--- config.mk ---
export PLATFORM = sky130hd
export DESIGN_NAME = wb_ram_responder
export DESIGN_NICKNAME = d
export VERILOG_FILES = /design/src/rtl/wb_pkg.sv /design/src/rtl/wb_resp_mem.sv /design/src/rtl/wb_ram_responder.sv
export SDC_FILE = /design/constraint.sdc
export NUM_CORES = 1
export LEC_CHECK = 0
export ABC_AREA = 1
export BUFFER_PORTS_ARGS = -buffer_cell sky130_fd_sc_hd__buf_4
export CELL_PAD_IN_SITES_DETAIL_PLACEMENT = 1
export CELL_PAD_IN_SITES_GLOBAL_PLACEMENT = 1
export CORE_ASPECT_RATIO = 1.5
export CORE_MARGIN = 3
export CORE_UTILIZATION = 50
export DETAILED_ROUTE_END_ITERATION = 7
export GPL_ROUTABILITY_DRIVEN = 1
export PLACE_DENSITY = 0.88
export SYNTH_ARGS = -nofsm -noshare
export SYNTH_HDL_FRONTEND = slang
export SYNTH_SLANG_ARGS = --single-unit
export TNS_END_PERCENT = 30
--- constraint.sdc ---
create_clock -name clk_i -period 4.2 [get_ports clk_i]
set_clock_uncertainty 0.2 [all_clocks]
set_input_delay 0.84 -clock clk_i [delete_from_list [all_inputs] [get_ports clk_i]]
set_output_delay 0.84 -clock clk_i [all_outputs]
set_load 0.03 [all_outputs]
--- src/rtl/wb_pkg.sv ---
// Shared Wishbone responder types: FSM state enum, bus widths, byte-lane mask helper.
// Latency: n/a (types and a pure function only).
// Backpressure: n/a.
package wb_pkg;

  localparam int WB_DW   = 32;
  localparam int WB_AW   = 32;
  localparam int WB_SELW = 4;

  typedef enum logic [1:0] {
    IDLE,
    WAIT,
    RESP
  } wb_resp_state_t;

  // Expand the 4-bit byte-lane select into a 32-bit bit mask.
  function automatic logic [WB_DW-1:0] wb_sel_mask(input logic [WB_SELW-1:0] sel);
    logic [WB_DW-1:0] m;
    m = '0;
    for (int i = 0; i < WB_SELW; i++) begin
      m[8*i +: 8] = {8{sel[i]}};
    end
    return m;
  endfunction

endpackage

--- src/rtl/wb_resp_mem.sv ---
// Single-port word RAM with per-byte write mask and asynchronous read.
// Latency: read is combinational; a write lands at the clock edge.
// Backpressure: none; always accepts a write when i_we is high.
module wb_resp_mem
  import wb_pkg::*;
#(
  parameter int SIZE = 32
) (
  input  logic                    clk_i,
  input  logic                    i_we,
  input  logic [$clog2(SIZE)-1:0] i_addr,
  input  logic [WB_DW-1:0]        i_wdat,
  input  logic [WB_DW-1:0]        i_mask,
  output logic [WB_DW-1:0]        o_rdat
);

  logic [WB_DW-1:0] r_mem [SIZE];

  // Merge only the masked bits of the write data into the addressed word.
  always_ff @(posedge clk_i) begin
    if (i_we) begin
      r_mem[i_addr] <= (r_mem[i_addr] & ~i_mask) | (i_wdat & i_mask);
    end
  end

  assign o_rdat = r_mem[i_addr];

endmodule

--- src/rtl/wb_ram_responder.sv ---
// Wishbone classic slave: address-window decode, scratchpad RAM, programmable wait states, ack/err.
// Latency: ack/err is high for one cycle, 1+WAIT_STATES cycles after the request is sampled.
// Backpressure: classic handshake only; one transfer per 2+WAIT_STATES cycles, dropping cyc aborts while waiting.
module wb_ram_responder
  import wb_pkg::*;
#(
  parameter int          SIZE        = 32,
  parameter logic [31:0] BASE_ADDR   = 32'h0,
  parameter int          WAIT_STATES = 0
) (
  input  logic               clk_i,
  input  logic               rst_i,
  input  logic [WB_DW-1:0]   wb_dat_i,
  input  logic [WB_AW-1:0]   wb_adr_i,
  input  logic [WB_SELW-1:0] wb_sel_i,
  input  logic               wb_we_i,
  input  logic               wb_cyc_i,
  input  logic               wb_stb_i,
  output logic [WB_DW-1:0]   wb_dat_o,
  output logic               wb_ack_o,
  output logic               wb_err_o
);

  localparam int             IW        = $clog2(SIZE);
  localparam logic [WB_AW-1:0] WIN_BYTES = WB_AW'(SIZE * 4);

  wb_resp_state_t     r_state;
  logic [3:0]         r_cnt;
  logic               r_we;
  logic               r_valid;
  logic [WB_SELW-1:0] r_sel;
  logic [WB_DW-1:0]   r_dat;
  logic [IW-1:0]      r_idx;

  logic [WB_AW-1:0]   w_offset;
  logic               w_valid;
  logic               w_req;
  logic [IW-1:0]      w_idx;
  logic [IW-1:0]      w_mem_idx;
  logic               w_mem_we;
  logic [WB_DW-1:0]   w_rdat;
  logic               w_rsp_valid;
  logic               w_rsp_we;
  logic [WB_SELW-1:0] w_rsp_sel;
  logic [WB_DW-1:0]   w_rsp_dat;

  // Window decode: wrapped offset from the base, must be in range and word aligned.
  assign w_offset = wb_adr_i - BASE_ADDR;
  assign w_valid  = (w_offset < WIN_BYTES) && (wb_adr_i[1:0] == 2'b00);
  assign w_idx    = w_offset[IW+1:2];
  assign w_req    = wb_cyc_i & wb_stb_i;

  // With zero wait states the response is formed straight from the bus in IDLE;
  // otherwise it comes from the captured request.
  assign w_rsp_valid = (r_state == IDLE) ? w_valid  : r_valid;
  assign w_rsp_we    = (r_state == IDLE) ? wb_we_i  : r_we;
  assign w_rsp_sel   = (r_state == IDLE) ? wb_sel_i : r_sel;
  assign w_mem_idx   = (r_state == IDLE) ? w_idx    : r_idx;
  assign w_rsp_dat   = (w_rsp_valid && !w_rsp_we) ? (w_rdat & wb_sel_mask(w_rsp_sel)) : '0;

  // The write commits at the end of RESP, so an abort or reset earlier never touches memory.
  assign w_mem_we = (r_state == RESP) && r_we && r_valid && !rst_i;

  wb_resp_mem #(
    .SIZE(SIZE)
  ) u_mem (
    .clk_i  (clk_i),
    .i_we   (w_mem_we),
    .i_addr (w_mem_idx),
    .i_wdat (r_dat),
    .i_mask (wb_sel_mask(r_sel)),
    .o_rdat (w_rdat)
  );

  // Request FSM: capture in IDLE, count wait states, drive one registered response cycle.
  always_ff @(posedge clk_i) begin
    if (rst_i) begin
      r_state  <= IDLE;
      r_cnt    <= 4'd0;
      wb_ack_o <= 1'b0;
      wb_err_o <= 1'b0;
      wb_dat_o <= '0;
    end else begin
      wb_ack_o <= 1'b0;
      wb_err_o <= 1'b0;
      wb_dat_o <= '0;
      case (r_state)
        IDLE: begin
          if (w_req) begin
            r_we    <= wb_we_i;
            r_sel   <= wb_sel_i;
            r_dat   <= wb_dat_i;
            r_idx   <= w_idx;
            r_valid <= w_valid;
            if (WAIT_STATES > 0) begin
              r_state <= WAIT;
              r_cnt   <= 4'(WAIT_STATES - 1);
            end else begin
              r_state  <= RESP;
              wb_ack_o <= w_valid;
              wb_err_o <= !w_valid;
              wb_dat_o <= w_rsp_dat;
            end
          end
        end
        WAIT: begin
          if (!wb_cyc_i) begin
            r_state <= IDLE;
          end else if (r_cnt == 4'd0) begin
            r_state  <= RESP;
            wb_ack_o <= r_valid;
            wb_err_o <= !r_valid;
            wb_dat_o <= w_rsp_dat;
          end else begin
            r_cnt <= r_cnt - 4'd1;
          end
        end
        RESP: begin
          r_state <= IDLE;
        end
        default: begin
          r_state <= IDLE;
        end
      endcase
    end
  end

endmodule
After elaboration in Yosys (flattened, before gate mapping)
Memory sizes are Yosys's and may differ from the RTL's.
Index checks and enable logic that the tools add are counted.
{"block": "totals", "mem_count": 1, "register_bits": 83, "mem_bits_rw": 1024}
{"block": "op_classes", "muxes": 23, "magnitude_cmp": 1, "n_addsub": 1, "n_reduce_logical": 15, "bitwise_logic": 8, "eq_ne": 4}
{"name": "u_mem.r_mem", "words": 32, "word_bits": 32, "read_ports": 1, "rd_ports_with_merged_regs": 0, "wr": 1, "line_no": "wb_resp_mem.sv:17", "rtl": "logic [WB_DW-1:0] r_mem [SIZE];"}
{"cell": "32-bit 2-to-1 mux", "n": 4}
{"cell": "32-bit AND", "n": 3}
{"cell": "32-bit one-hot mux with 2 select lines", "n": 1}
{"cell": "32-bit by 8-bit less-than comparator with 1-bit output, second input constant", "n": 1}
{"cell": "32-bit inverter", "n": 1}
{"cell": "32-bit bitwise OR", "n": 1}
{"cell": "1-bit 2-to-1 mux", "n": 10}
{"cell": "2-bit 2-to-1 mux", "n": 3}
{"cell": "3-bit AND reduction", "n": 2}
{"cell": "1-bit logical AND", "n": 5}
{"cell": "5-bit 2-to-1 mux", "n": 1}
{"cell": "1-bit zero test", "n": 4}
{"cell": "2-bit zero test", "n": 2}
{"cell": "4-bit zero test", "n": 1}
{"cell": "4-bit 2-to-1 mux", "n": 1}
{"cell": "1-bit one-hot mux with 2 select lines", "n": 2}
{"cell": "2-bit one-hot mux with 2 select lines", "n": 1}
{"cell": "4-bit by 1-bit subtractor with 4-bit output, second input constant", "n": 1}
{"cell": "3-bit != test, second input constant", "n": 1}
{"cell": "2-bit by 1-bit == test with 1-bit output, second input constant", "n": 1}
{"cell": "2-bit == test, second input constant", "n": 1}
{"cell": "2-bit != test, second input constant", "n": 1}
{"cell": "1-bit inverter", "n": 2}
{"cell": "2-bit AND reduction", "n": 1}
{"cell": "1-bit AND", "n": 1}

Longest topological paths before layout
{"block": "logic_depth", "depth_word": 8, "depth_mapped": 16, "depth_no_buf": 13}

Hierarchy
From an unflattened synthesis, not the netlist that was laid out.
{"block": "unflattened", "cells_unflattened": 4396, "hier_area_um2": 45623.8}
{"module": "wb_resp_mem", "cells_each": 4187, "instances": 1, "area_each_um2": 42983.7}
{"module": "wb_ram_responder", "cells_each": 209, "instances": 1, "area_each_um2": 2640.0}

Worst setup path after synthesis
No wires, ideal clock.
{"block": "synth_timing", "path_type": "in2reg", "start": "input wb_cyc_i", "end": "register wb_dat_o[24]", "path_stages": 7, "slack_ns": 0.241, "arrival_ns": 3.699, "path_buffers": 0, "required_ns": 3.940, "cell_sequence": "nand2_1 -> nor3_2 -> inv_1 -> nor3_4 -> nand2_1 -> a21oi_1 -> and2_1"}
{"block": "synth_between", "elab_chain_len": 3, "word_cells_on_any_way": 4, "cone_classes": "3 x mux; 1 x bitwise"}
{"item": "start, declared", "line_no": "wb_ram_responder.sv:17", "rtl": "input logic wb_cyc_i,"}
{"item": "1-bit AND", "line_no": "wb_ram_responder.sv:51", "rtl": "assign w_req = wb_cyc_i & wb_stb_i;"}
{"item": "32-bit 2-to-1 mux", "line_no": "wb_ram_responder.sv:89", "rtl": "if (w_req) begin"}
{"item": "32-bit one-hot mux with 2 select lines (*)", "line_no": "wb_ram_responder.sv:87", "rtl": "case (r_state)"}
{"item": "end signal, assigned", "line_no": "wb_ram_responder.sv:102", "rtl": "wb_dat_o <= w_rsp_dat;"}
{"item": "end signal, assigned", "line_no": "wb_ram_responder.sv:113", "rtl": "wb_dat_o <= w_rsp_dat;"}
{"item": "end, declared", "line_no": "wb_ram_responder.sv:19", "rtl": "output logic [WB_DW-1:0] wb_dat_o,"}
Every way passes the cells marked *; elsewhere a longest branch is shown, timed or not.
A chain may end at the register's enable or synchronous reset.

Worst setup path after layout
{"block": "layout_timing", "start": "register r_idx[0]", "end": "memory u_mem.r_mem[14][6] (data pin)"}
{"block": "layout_between", "elab_chain_len": 4}
{"item": "start, declared", "line_no": "wb_ram_responder.sv:33", "rtl": "logic [IW-1:0] r_idx;"}
{"item": "start signal, assigned", "line_no": "wb_ram_responder.sv:93", "rtl": "r_idx <= w_idx;"}
{"item": "5-bit 2-to-1 mux", "line_no": "wb_ram_responder.sv:58", "rtl": "assign w_mem_idx = (r_state == IDLE) ? w_idx : r_idx;"}
{"item": "memory 32 x 32 bit"}
{"item": "32-bit AND", "line_no": "wb_resp_mem.sv:22", "rtl": "r_mem[i_addr] <= (r_mem[i_addr] & ~i_mask) | (i_wdat & i_mask);"}
{"item": "32-bit bitwise OR", "line_no": "wb_resp_mem.sv:22"}
{"item": "end, declared", "line_no": "wb_resp_mem.sv:17"}
No other way between the ends.

==> run_results.csv <==
group,metric,value,unit
cts,numCtsBuffers,103,
worst_setup_path,cp_top_family,"simple AND/OR/NAND/NOR gates",
die,initial_core_util,50.47,%
run,drv_cap,0,
synthesis,yosysSeqAreaShare,71.65,%
grt,antenna_found_initial,6,
grt,grt_pass1_wl,244200,um
finish,n_fill_cell,9479,
grt,grt_remaining_overflow,0,
grt,first_global_vias,38540,
worst_setup_path,crit_chain,"nand2_4, nand2_4, buf_12, nand2_1, nand2_1, nand2_1, nand2_1, nand2_1, nand2_1, nor2_1, nand2_1, nand2_1, nand2_1, buf_4",
worst_setup_path,crit_slowest_cell,"buf_12",
power,p_per_area,462.5,nW/um2
synthesis,syn_avg_cell_area,10.45,um2
worst_setup_path,critPathKind,"reg -> reg",
placement,dp_slack,377.7,ps
placement,portBuffers,106,
power,ir_drop,491.2,uV
sta,finalCritPeriodShare,93.48,%
route,wl,167100,um
sta,finalSetupViolations,0,
route,routed.top_layer,"met5",
finish,final_core_util,57.88,%
sta,setup_ws,273.8,ps
die,core,90540,um2
synthesis,ys_types,22,
cts,post_cts_resized,0,
route,antenna_left,0,
synthesis,synth_xor_area_share,0,%
sta,slew_violations,0,
finish,mostFrequentLayoutCells,"nand2_1, edfxtp_1, nand3_1, buf_4, clkbuf_16",
die,rows,135,
route,wl_met3,16210,um
synthesis,netlist_instances,4373,
cts,insertion_delay,750,ps
route,vias,35540,
sta,rsz0062_at_grt,"no",
worst_setup_path,end_kind,"flop",
route,wire_per_inst,28.95,um
cts,cts_buffer_depth,3,
finish,layout.nets,4594,
synthesis,synth_fa_ha_area_share,0,%
finish,drive_above_1_share,10.49,%
route,drt-pass1-iter-count,6,
synthesis,synth_simple_gate_area_share,25.55,%
synthesis,synthMuxAreaShare,0,%
synthesis,synthesis.area,45700,um2
worst_setup_path,critPathArrivalTime,4220,ps
sta,relSlewSlack,17.08,%
finish,areaGrowthSynthToFinish,14.67,%
die,dieArea,95130,um2
synthesis,syn_nets,4446,
synthesis,synth_top_family_by_area,"simple AND/OR/NAND/NOR gates",
grt,grt_max_degree,212,
sta,worst_pin_slew,1244,ps
route,wl_met2,81080,um
worst_setup_path,max_stage_delay,590,ps
synthesis,synth_warnings,0,
grt,grtUsageTotal,35.20,%
cts,h-tree-depth,3,
worst_setup_path,path_common_cell,"nand2_1",
cts,postCtsHoldBufs,0,
cts,cts_root_buffer,"clkbuf_16",
route,drt-met1-wl,53750,um
worst_setup_path,cp_max_fo,211,
worst_setup_path,critPathBufInv,2,
sta,min_period,3926,ps
die,io_pins,107,
cts,cts_sinks,1102,
synthesis,synth_compound_area_share,0.3861,%
min_path,holdCritPathClass,"in -> reg",
placement,dp_hpwl,95300,um
sta,hold_viol_final,0,
cts,postCtsSetupBuffers,0,
worst_setup_path,crit_required,4500,ps
outcome,outcome,"finished clean",
die,fp.dieH,376.3,um
placement,place_congestion,0.8448,
cts,path_clk_slew,70,ps
power,total_power,24.24,mW
die,die_w,252.8,um
power,leakagePower,21.69,nW
cts,cts_tree,"yes",
route,drc,0,
route,drtIter0Drc,3947,
route,viasPerCell,6.158,
sta,tns,0,ps
synthesis,ys_ff_latch,1102,
worst_setup_path,startpoint_type,"flop",
finish,final_common_cell,"nand2_1",
sta,max_freq,254.7,MHz
[metal layers]
metal / global-route usage [%] / vias up
li1: - / 14720
met1: 38.15 / 17530
met2: 58.71 / 2407
met3: 8.353 / 877
met4: 28.68 / 6
met5: 0 / -
[kinds of logic (layout without fill, tap and decap cells)]
family,count (synthesis),after routing
simple gates,2987,2987
flops,1102,1102
other cells,0,1
compound gates,33,33
buf+inv,251,484
[cell usage after synthesis (all sizes together)]
cell type,count,area share [%]
nand2,2554,21
edfxtp,1067,70
nand3,296,3.2
buf,137,1.5
nor2,117,0.96
clkbuf,92,0.76
dfxtp,35,1.5
a21oi,28,0.31
inv,19,0.16
nor3,12,0.24
and2,8,0.11
o21ai,5,0.079
clkinv,3,0.025
[power by group]
group          switching, mW  leakage (nW)  internal [mW]  total (mW)
clock                   4.37          1.71           5.56        9.93
combinational           1.57          10.0          0.499        2.07
sequential            0.0123          9.95           12.2        12.2
[area by class of cell]
class / count / area, um2 / share of cell area, %
Antenna cell: 1 / 2.502 / 0.004776
Multi-Input combinational cell: 3020 / 12200 / 23.28
Sequential cell: 1102 / 32740 / 62.48
Clock buffer: 124 / 2759 / 5.265
Clock inverter: 66 / 744.5 / 1.421
Timing Repair Buffer: 272 / 2405 / 4.589
Inverter: 22 / 92.59 / 0.1767
Tap cell: 1164 / 1456 / 2.779
[state kept, by name, indices dropped and copies added (netlist names), 4 cells and up]
register and cells:
u_mem.r_mem 1024, r_dat 32, wb_dat_o 32, r_idx 5
r_sel 4
[final timing paths]
kind                                    startpoint  cells past startpoint  slack, ps                      endpoint
worst max-delay path            r_idx[0]$_DFFE_PP_                     14        270  u_mem.r_mem[14][6]$_DFFE_PP_
worst max register to register  r_idx[0]$_DFFE_PP_                     14        270  u_mem.r_mem[14][6]$_DFFE_PP_
worst min register to register  r_dat[9]$_DFFE_PP_                      2        500  u_mem.r_mem[24][9]$_DFFE_PP_
worst min-delay path                  wb_dat_i[14]                      1         70           r_dat[14]$_DFFE_PP_
[metrics by stage]
step,hold WS [ps],cells,instance area [um2]
2_1_floorplan,463.6,4373,45700
3_3_place_gp,397.7,5580,48890
3_5_place_dp,429.9,5580,48890
4_1_cts,45.61,5770,52400
5_1_grt,56.93,5770,52400
6_report,66.48,5771,52400
No activity file was read; power rests on OpenSTA's default activity.
